[config.mk]
export PLATFORM = sky130hd
export DESIGN_NAME = joint_position_ctrl
export DESIGN_NICKNAME = d
export VERILOG_FILES = /design/src/rtl/joint_position_ctrl.sv
export SDC_FILE = /design/constraint.sdc
export NUM_CORES = 1
export LEC_CHECK = 0
export ABC_AREA = 1
export CELL_PAD_IN_SITES_DETAIL_PLACEMENT = 0
export CELL_PAD_IN_SITES_GLOBAL_PLACEMENT = 1
export CORE_MARGIN = 3
export CORE_UTILIZATION = 40
export CTS_BUF_LIST = sky130_fd_sc_hd__clkbuf_4
export DETAILED_ROUTE_END_ITERATION = 8
export PLACE_DENSITY = 0.76
export REMOVE_ABC_BUFFERS = 1
export SLEW_MARGIN = 0
export SYNTH_ARGS = -nofsm -noshare
export SYNTH_HDL_FRONTEND = slang
export SYNTH_SLANG_ARGS = --single-unit
export TNS_END_PERCENT = 5
[constraint.sdc]
create_clock -name clk -period 3 [get_ports clk]
set_clock_uncertainty 0.2 [all_clocks]
set_input_delay 0.6 -clock clk [delete_from_list [all_inputs] [get_ports clk]]
set_output_delay 0.6 -clock clk [all_outputs]
set_load 0.1 [all_outputs]
[src/rtl/joint_position_ctrl.sv]
// joint_position_ctrl: encoder-integrating position loop sequencing motor enable/direction through MOVE, SETTLE and FAULT
module joint_position_ctrl #(
  parameter int POS_W         = 16,
  parameter int DEADBAND      = 2,
  parameter int SETTLE_CYCLES = 1024,
  parameter int STALL_CYCLES  = 65536
) (
  input  logic                    clk,
  input  logic                    rst,
  input  logic                    cw,
  input  logic                    ccw,
  input  logic                    cmd_valid,
  output logic                    cmd_ready,
  input  logic signed [POS_W-1:0] cmd_target,
  input  logic                    zero,
  input  logic                    abort,
  output logic                    motor_en,
  output logic                    motor_dir,
  output logic signed [POS_W-1:0] position,
  output logic                    busy,
  output logic                    done,
  output logic                    fault
);
  localparam int SW = $clog2(STALL_CYCLES);
  localparam int TW = $clog2(SETTLE_CYCLES + 1);
  localparam logic [SW-1:0] STALL_LAST = SW'(STALL_CYCLES - 1);
  localparam logic [TW-1:0] SETTLE_LAST = TW'(SETTLE_CYCLES - 1);
  localparam logic signed [POS_W-1:0] P_MAX = {1'b0, {(POS_W-1){1'b1}}};
  localparam logic signed [POS_W-1:0] P_MIN = {1'b1, {(POS_W-1){1'b0}}};
  localparam logic signed [POS_W:0] DB = (POS_W+1)'(DEADBAND);

  typedef enum logic [1:0] {S_IDLE, S_MOVE, S_SETTLE, S_FAULT} state_t;

  state_t                  r_state, w_state_n;
  logic signed [POS_W-1:0] r_pos, w_pos_n, r_target, w_target_n;
  logic signed [POS_W:0]   w_err;
  logic [SW-1:0]           r_stall, w_stall_n;
  logic [TW-1:0]           r_settle, w_settle_n;
  logic                    r_en, w_en_n, r_dir, w_dir_n, r_done, w_done_n;
  logic                    w_pulse, w_in_band;

  assign w_pulse   = cw | ccw;
  // one extra bit so the difference of two extreme positions cannot overflow
  assign w_err     = {r_target[POS_W-1], r_target} - {r_pos[POS_W-1], r_pos};
  assign w_in_band = (w_err <= DB) && (w_err >= -DB);
  assign w_pos_n   = (r_state == S_IDLE && zero) ? '0 :
                     (cw && !ccw && r_pos != P_MAX) ? r_pos + POS_W'(1) :
                     (ccw && !cw && r_pos != P_MIN) ? r_pos - POS_W'(1) : r_pos;

  always_comb begin
    w_state_n  = r_state;
    w_target_n = r_target;
    w_stall_n  = r_stall;
    w_settle_n = r_settle;
    w_en_n     = 1'b0;
    w_dir_n    = r_dir;
    w_done_n   = 1'b0;
    case (r_state)
      S_IDLE: if (cmd_valid) begin
        w_state_n  = S_MOVE;
        w_target_n = cmd_target;
        w_stall_n  = '0;
        w_settle_n = '0;
      end
      S_MOVE: begin
        w_stall_n = w_pulse ? '0 : r_stall + SW'(1);
        if (abort) w_state_n = S_IDLE;
        else if (r_stall == STALL_LAST && !w_pulse) w_state_n = S_FAULT;
        else if (w_in_band) begin
          w_state_n  = S_SETTLE;
          w_settle_n = '0;
        end else begin
          w_en_n  = 1'b1;
          w_dir_n = !w_err[POS_W] && (w_err != '0);
        end
      end
      S_SETTLE: begin
        if (abort) w_state_n = S_IDLE;
        else if (!w_in_band) begin
          w_state_n = S_MOVE;
          w_stall_n = '0;
        end else if (r_settle == SETTLE_LAST) begin
          w_state_n = S_IDLE;
          w_done_n  = 1'b1;
        end else w_settle_n = r_settle + TW'(1);
      end
      S_FAULT: if (abort) w_state_n = S_IDLE;
      default: w_state_n = S_IDLE;
    endcase
  end

  always_ff @(posedge clk or posedge rst) begin
    if (rst) begin
      r_state  <= S_IDLE;
      r_pos    <= '0;
      r_target <= '0;
      r_stall  <= '0;
      r_settle <= '0;
      r_en     <= 1'b0;
      r_dir    <= 1'b0;
      r_done   <= 1'b0;
    end else begin
      r_state  <= w_state_n;
      r_pos    <= w_pos_n;
      r_target <= w_target_n;
      r_stall  <= w_stall_n;
      r_settle <= w_settle_n;
      r_en     <= w_en_n;
      r_dir    <= w_dir_n;
      r_done   <= w_done_n;
    end
  end

  assign cmd_ready = r_state == S_IDLE;
  assign busy      = r_state != S_IDLE;
  assign fault     = r_state == S_FAULT;
  assign motor_en  = r_en;
  assign motor_dir = r_dir;
  assign position  = r_pos;
  assign done      = r_done;
endmodule
After elaboration in Yosys (flattened, before gate mapping)

Index checks and enable logic that the tools add are counted.

Logic and storage cells: 92
Output and inout bits: 22
Register bits: 64

Multiplexer cells: 33
Bitwise logic cells: 4
Order comparisons: 2
Reduce and logical (&&, ||, !) cells: 22
Equality and inequality tests: 18
$add $sub $neg: 5

Operator list:

| operator                | count |
|---|---|
| $mux W16                | 7 |
| $mux W11                | 7 |
| $pmux W16 S3            | 1 |
| $pmux W11 S3            | 1 |
| $add A16 B1 Y16 const B | 2 |
| $ne A16 B16 Y1 const B  | 2 |
| $ne A2 B2 Y1 const B    | 9 |
| $ge A17 B2 Y1 const B   | 1 |
| $le A17 B3 Y1 const B   | 1 |
| $reduce_bool A17 Y1     | 1 |
| $sub A16 B16 Y17        | 1 |
| $eq A16 B16 Y1 const B  | 1 |
| $mux W2                 | 8 |
| $sub A16 B1 Y16 const B | 1 |
| $reduce_and A4 Y1       | 3 |
| $add A11 B1 Y11 const B | 1 |
| $eq A11 B10 Y1 const B  | 1 |
| $logic_and A1 B1 Y1     | 8 |
| $mux W1                 | 8 |
| $ne A4 B4 Y1 const B    | 2 |
| $pmux W2 S4             | 1 |
| $reduce_and A8 Y1       | 1 |
| $reduce_bool A3 Y1      | 2 |
| $eq A2 B2 Y1 const B    | 2 |
| 7 further kinds         | 12 |

Logic depth before layout (Yosys ltp)

Depth in word-level cells: 7
Depth in mapped cells: 23

Least setup slack after synthesis

OpenSTA, ideal clock, no wires.

Path type: register -> register
Start: reg r_pos[1] (netlist: position[1])
End: reg r_pos[13] (netlist: position[13])
Buffers on the path: 0
Stages on the path, launching flop included: 16
Setup slack: -0.974 ns
Arrival: 3.641 ns
Required time: 2.668 ns
Cell sequence: dfrtp_1 > inv_1 > nor4_1 > nand2_1 > o21ai_2 > ha_1 > a21oi_1 > nand2_1 > a21boi_0 > o21ai_0 > a21oi_1 > o21ai_0 > nand3_1 > nand2_1 > nor2_1 > o22ai_1

Cells in the longest elaborated chain, start to end: 4
Elaborated cells on any way between the ends: 10
Those cells by class: 2 x add/sub; 2 x eq/ne; 3 x mux; 3 x reduce/logical

RTL lines:

| element                                           | RTL line | text |
|---|---|---|
| start: declaration                                | 35       | `logic signed [POS_W-1:0] r_pos, w_pos_n, r_target, w_target_n;` |
| start signal: assignment                          | 104      | `r_pos <= w_pos_n;` |
| $sub A16 B1 Y16 or $ne A16 B16 Y1 (tied branches) | 48, 47   |  |
| $mux W16 or $logic_and A1 B1 Y1 (tied branches)   | 48, 47   |  |
| $mux W16                                          | 47       | `(cw && !ccw && r_pos != P_MAX) ? r_pos + POS_W'(1) :` |
| $mux W16                                          | 46       | `assign w_pos_n = (r_state == S_IDLE && zero) ? '0 :` |

Several ways; a longest one is shown, not always the timed one. The select of a mux whose other input is x is not followed.
A chain may end at the register's enable or synchronous reset.

Worst setup path in the final report

Start: reg r_pos[0] (netlist: position[0])
End: reg r_settle[0]

Cells in the longest elaborated chain, start to end: 5
Elaborated cells on any way between the ends: 7
Those cells by class: 1 x add/sub; 2 x order compare; 2 x eq/ne; 2 x reduce/logical

RTL lines:

| element                                        | RTL line | text |
|---|---|---|
| $sub A16 B16 Y17 *                             | 44       | `assign w_err = {r_target[POS_W-1], r_target} - {r_pos[POS_W-1], r_pos};` |
| $le A17 B3 Y1 or $ge A17 B2 Y1 (tied branches) | 45       | `assign w_in_band = (w_err <= DB) && (w_err >= -DB);` |
| $logic_and A1 B1 Y1 *                          | 45       |  |
| $ne A2 B2 Y1 (no line)                         | n/a      |  |
| $reduce_and A8 Y1 (no line) *                  | n/a      |  |
| end signal: assignment                         | 107      | `r_settle <= w_settle_n;` |
| end: declaration                               | 38       | `logic [TW-1:0] r_settle, w_settle_n;` |

Mark *: on every way between the ends. The rest lies on a longest branch, timed or not.

==> results.md <==
- Fillers: 1235
- Detailed Place HPWL: between 10000 and 15000 µm
- Root Buffer: clkbuf_4
- Initial core utilization: 0.417
- Layout cells sized above 1: 0.301
- Setup Viol. Count Final: 0
- Total gr overflow: 0
- WHS: 0.303 ns
- Htree depth: 3
- Nets: 972
- First-pass GRT wire length: roughly 24000 µm
- Largest net degree at the start of global routing: between 40 and 50
- Final Cycle Share: 0.998
- Element type at the critical path start: register
- Die area: between 0.01 and 0.015 mm²
- Async set or reset register ratio after synthesis: 1.00
- Port bufs: 44
- Post-Synthesis Cells: 772
- Placed Area: 0.00646 mm²
- Max frequency: 334 MHz
- Fin util: 0.562
- Syn Area/Cell: 6.93 µm²
- Final ANT Viol Nets: 0
- Worst Setup End Kind: register
- Number of global-route vias before repair: 5095
- Final Slew Violations: 0
- Main synth FF type: dfrtp_1
- 1st-pass router iterations: 4
- Initial drt markers: 321
- Clk pin slew, worst setup/hold paths: 0.11 ns
- Status: finished, final reports clean
- Post-synth EDFFs: 0
- Clk sinks: 64
- Synth unique cells: 45
- Hold Path Class: primary input to async pin
- DR vias: between 5000 and 6000
- Hold_buf cts: 0
- Initial antenna violation count: 0
- Critical Path Fanout Max: 6
- Slew at the pin closest to its max-slew limit: between 1 and 1.5 ns
- GP Congestion: roughly 0.89
- CTS Buf Count: 9
- CORE AREA: 0.0128 mm²
- Synth top area share: 0.299
- Leading area contributor after synthesis: dfrtp_1
- Crit Path Class: register to register
- Min Clock Period, post-route: 2.99 ns
- Final Hold Fails: 0
- Flops & latches, synth: 64
- Worst path arrival time: 3.14 ns
- Register area share after synthesis: 0.299
- GRT Overall Usage: 0.203
- Largest cells by area after synthesis: dfrtp_1, nand2_1, ha_1
- Yosys warning total: 0
- WP data required: around 3.2 ns
- RSZ-0062 raised after global routing: true
- Die Wd: 122 µm
- # rows: 41
- Max Cap Viol: 0
- Synthesized area: approximately 0.0054 mm²
- WL/cell: between 10 and 15 µm
- Max_slew headroom: 0.206
- WL final: ~15000 µm
- CTS Buffer Depth: 2
- Final instance area: 0.00721 mm²
- DRC: 0
- CTS tree: done
- Area Growth Syn to Fin: 34.7%
- Io pins: 45
- DR vias/cell: 4.98
- Die height: 122 µm
- Skew-Pair Late Insertion Delay: approximately 0.45 ns
critical path, stage by stage (launching register included):
cell and delay, ns:
dfrtp_1 0.41, buf_6 0.14, ha_4 0.16, fa_2 0.40, buf_6 0.13, xor2_2 0.16, nor2_1 0.10, nand3_1 0.11
a21oi_1 0.13, nand3_1 0.12, nor2_2 0.15, nand3_2 0.12, o211ai_2 0.10, nand3_4 0.14, buf_6 0.20, nand2_2 0.06
o21ai_2 0.05
synthesized netlist by cell type, types with 3 or more instances:
cell      number
a21oi_1       34
and2_1         4
buf_6          3
clkbuf_1       4
dfrtp_1       64
ha_1          32
inv_1        103
mux2_2        14
nand2_1      222
nand2_2       17
nand3_1       60
nand3_2        4
nand3b_1       4
nand4_1        6
nor2_1        66
nor2_2         3
nor2_4         3
nor3_1        11
nor4_1        10
o21ai_0       25
o21ai_2       12
o22ai_1       11
o31ai_1        8
o41ai_1        3
or2_2          8
xnor2_1        6
xor2_1        13
per-layer routing:
layer | vias up | part of all wire | global-route usage
li1 | 2831 | - | -
met1 | 2503 | 0.50 | 0.291
met2 | 86 | 0.45 | 0.315
met3 | 16 | 0.029 | 0.0330
met4 | 0 | 0.015 | 0.0637
met5 | - | 0 | 0
repair_timing:
| item | CTS | global route |
|---|---|---|
| cloned | 2 | 2 |
| pin swaps | 9 | 36 |
| hold endpoints to repair | 0 | 0 |
| setup endpoints to repair | 38 | 41 |
| gates resized for setup | 20 | 93 |
| setup buffers | 5 | 17 |
cell type report:
| type | count | area (µm²) | area share |
|---|---|---|---|
| antenna | 2 | 5.00 | 0.000695 |
| clock inverter | 5 | 50.0 | 0.00695 |
| clock buffer | 9 | 67.6 | 0.00938 |
| tap | 172 | 215 | 0.0299 |
| inverter | 107 | 402 | 0.0557 |
| multi-input combinational | 593 | 3710 | 0.514 |
| sequential | 64 | 1600 | 0.222 |
| timing repair buffer | 140 | 1160 | 0.161 |
cell families (layout without fill, tap and decap cells):
family                   after synthesis  count (layout)  share of synthesized area
multiplexers                          14              14                     0.0295
other                                  0               2                          0
buffers and inverters                116             261                     0.0865
adder cells (fa/ha/maj)               34              34                     0.0823
XOR/XNOR                              19              19                     0.0311
AND/OR/NAND/NOR                      422             423                      0.352
AO/OA/AOI/OAI                        103             103                      0.119
flip-flops                            64              64                      0.299
cells in the final DEF, fill, tap and decap left out, types with 12 or more instances in the layout:
cell,n
a21oi_1,24
dfrtp_1,64
nand2_1,203
nor2_1,54
nor2_2,12
nand3_1,54
o21ai_0,18
xor2_1,12
mux2_2,14
o21ai_2,13
inv_1,97
clkdlybuf4s50_1,22
ha_1,17
nand2_2,31
buf_4,109
sequential cells by signal, indices dropped and copies added (netlist names):
signal     count
done           1
r_stall       16
r_target      16
motor_en       1
position      16
r_settle      11
r_state        2
motor_dir      1
final timing paths:
kind	start	endpoint	slack (ns)	cells past startpoint
setup / recovery	position[0]	r_settle[0]	0.007	16
hold / removal	rst	r_stall[14]	0.30	2
setup reg to reg	position[0]	r_settle[0]	0.007	16
hold reg to reg	motor_dir	motor_dir	0.30	2
max in group asynchronous	rst	position[1]	1.68	3
min in group clk	motor_dir	motor_dir	0.30	2
through the flow:
step,TNS (ns),cells,setup slack [ns]
floorplan,-38.52,763,-1.02
global placement,-7.12,1052,-0.417
detailed placement,-8.19,1052,-0.477
CTS,-0.528,1073,-0.0495
global route,-4.47,1090,-0.179
finish,0,1092,0.00749
Power is not shown: default switching activity piles up to over one toggle a cycle in this logic, so the estimate is an artifact.
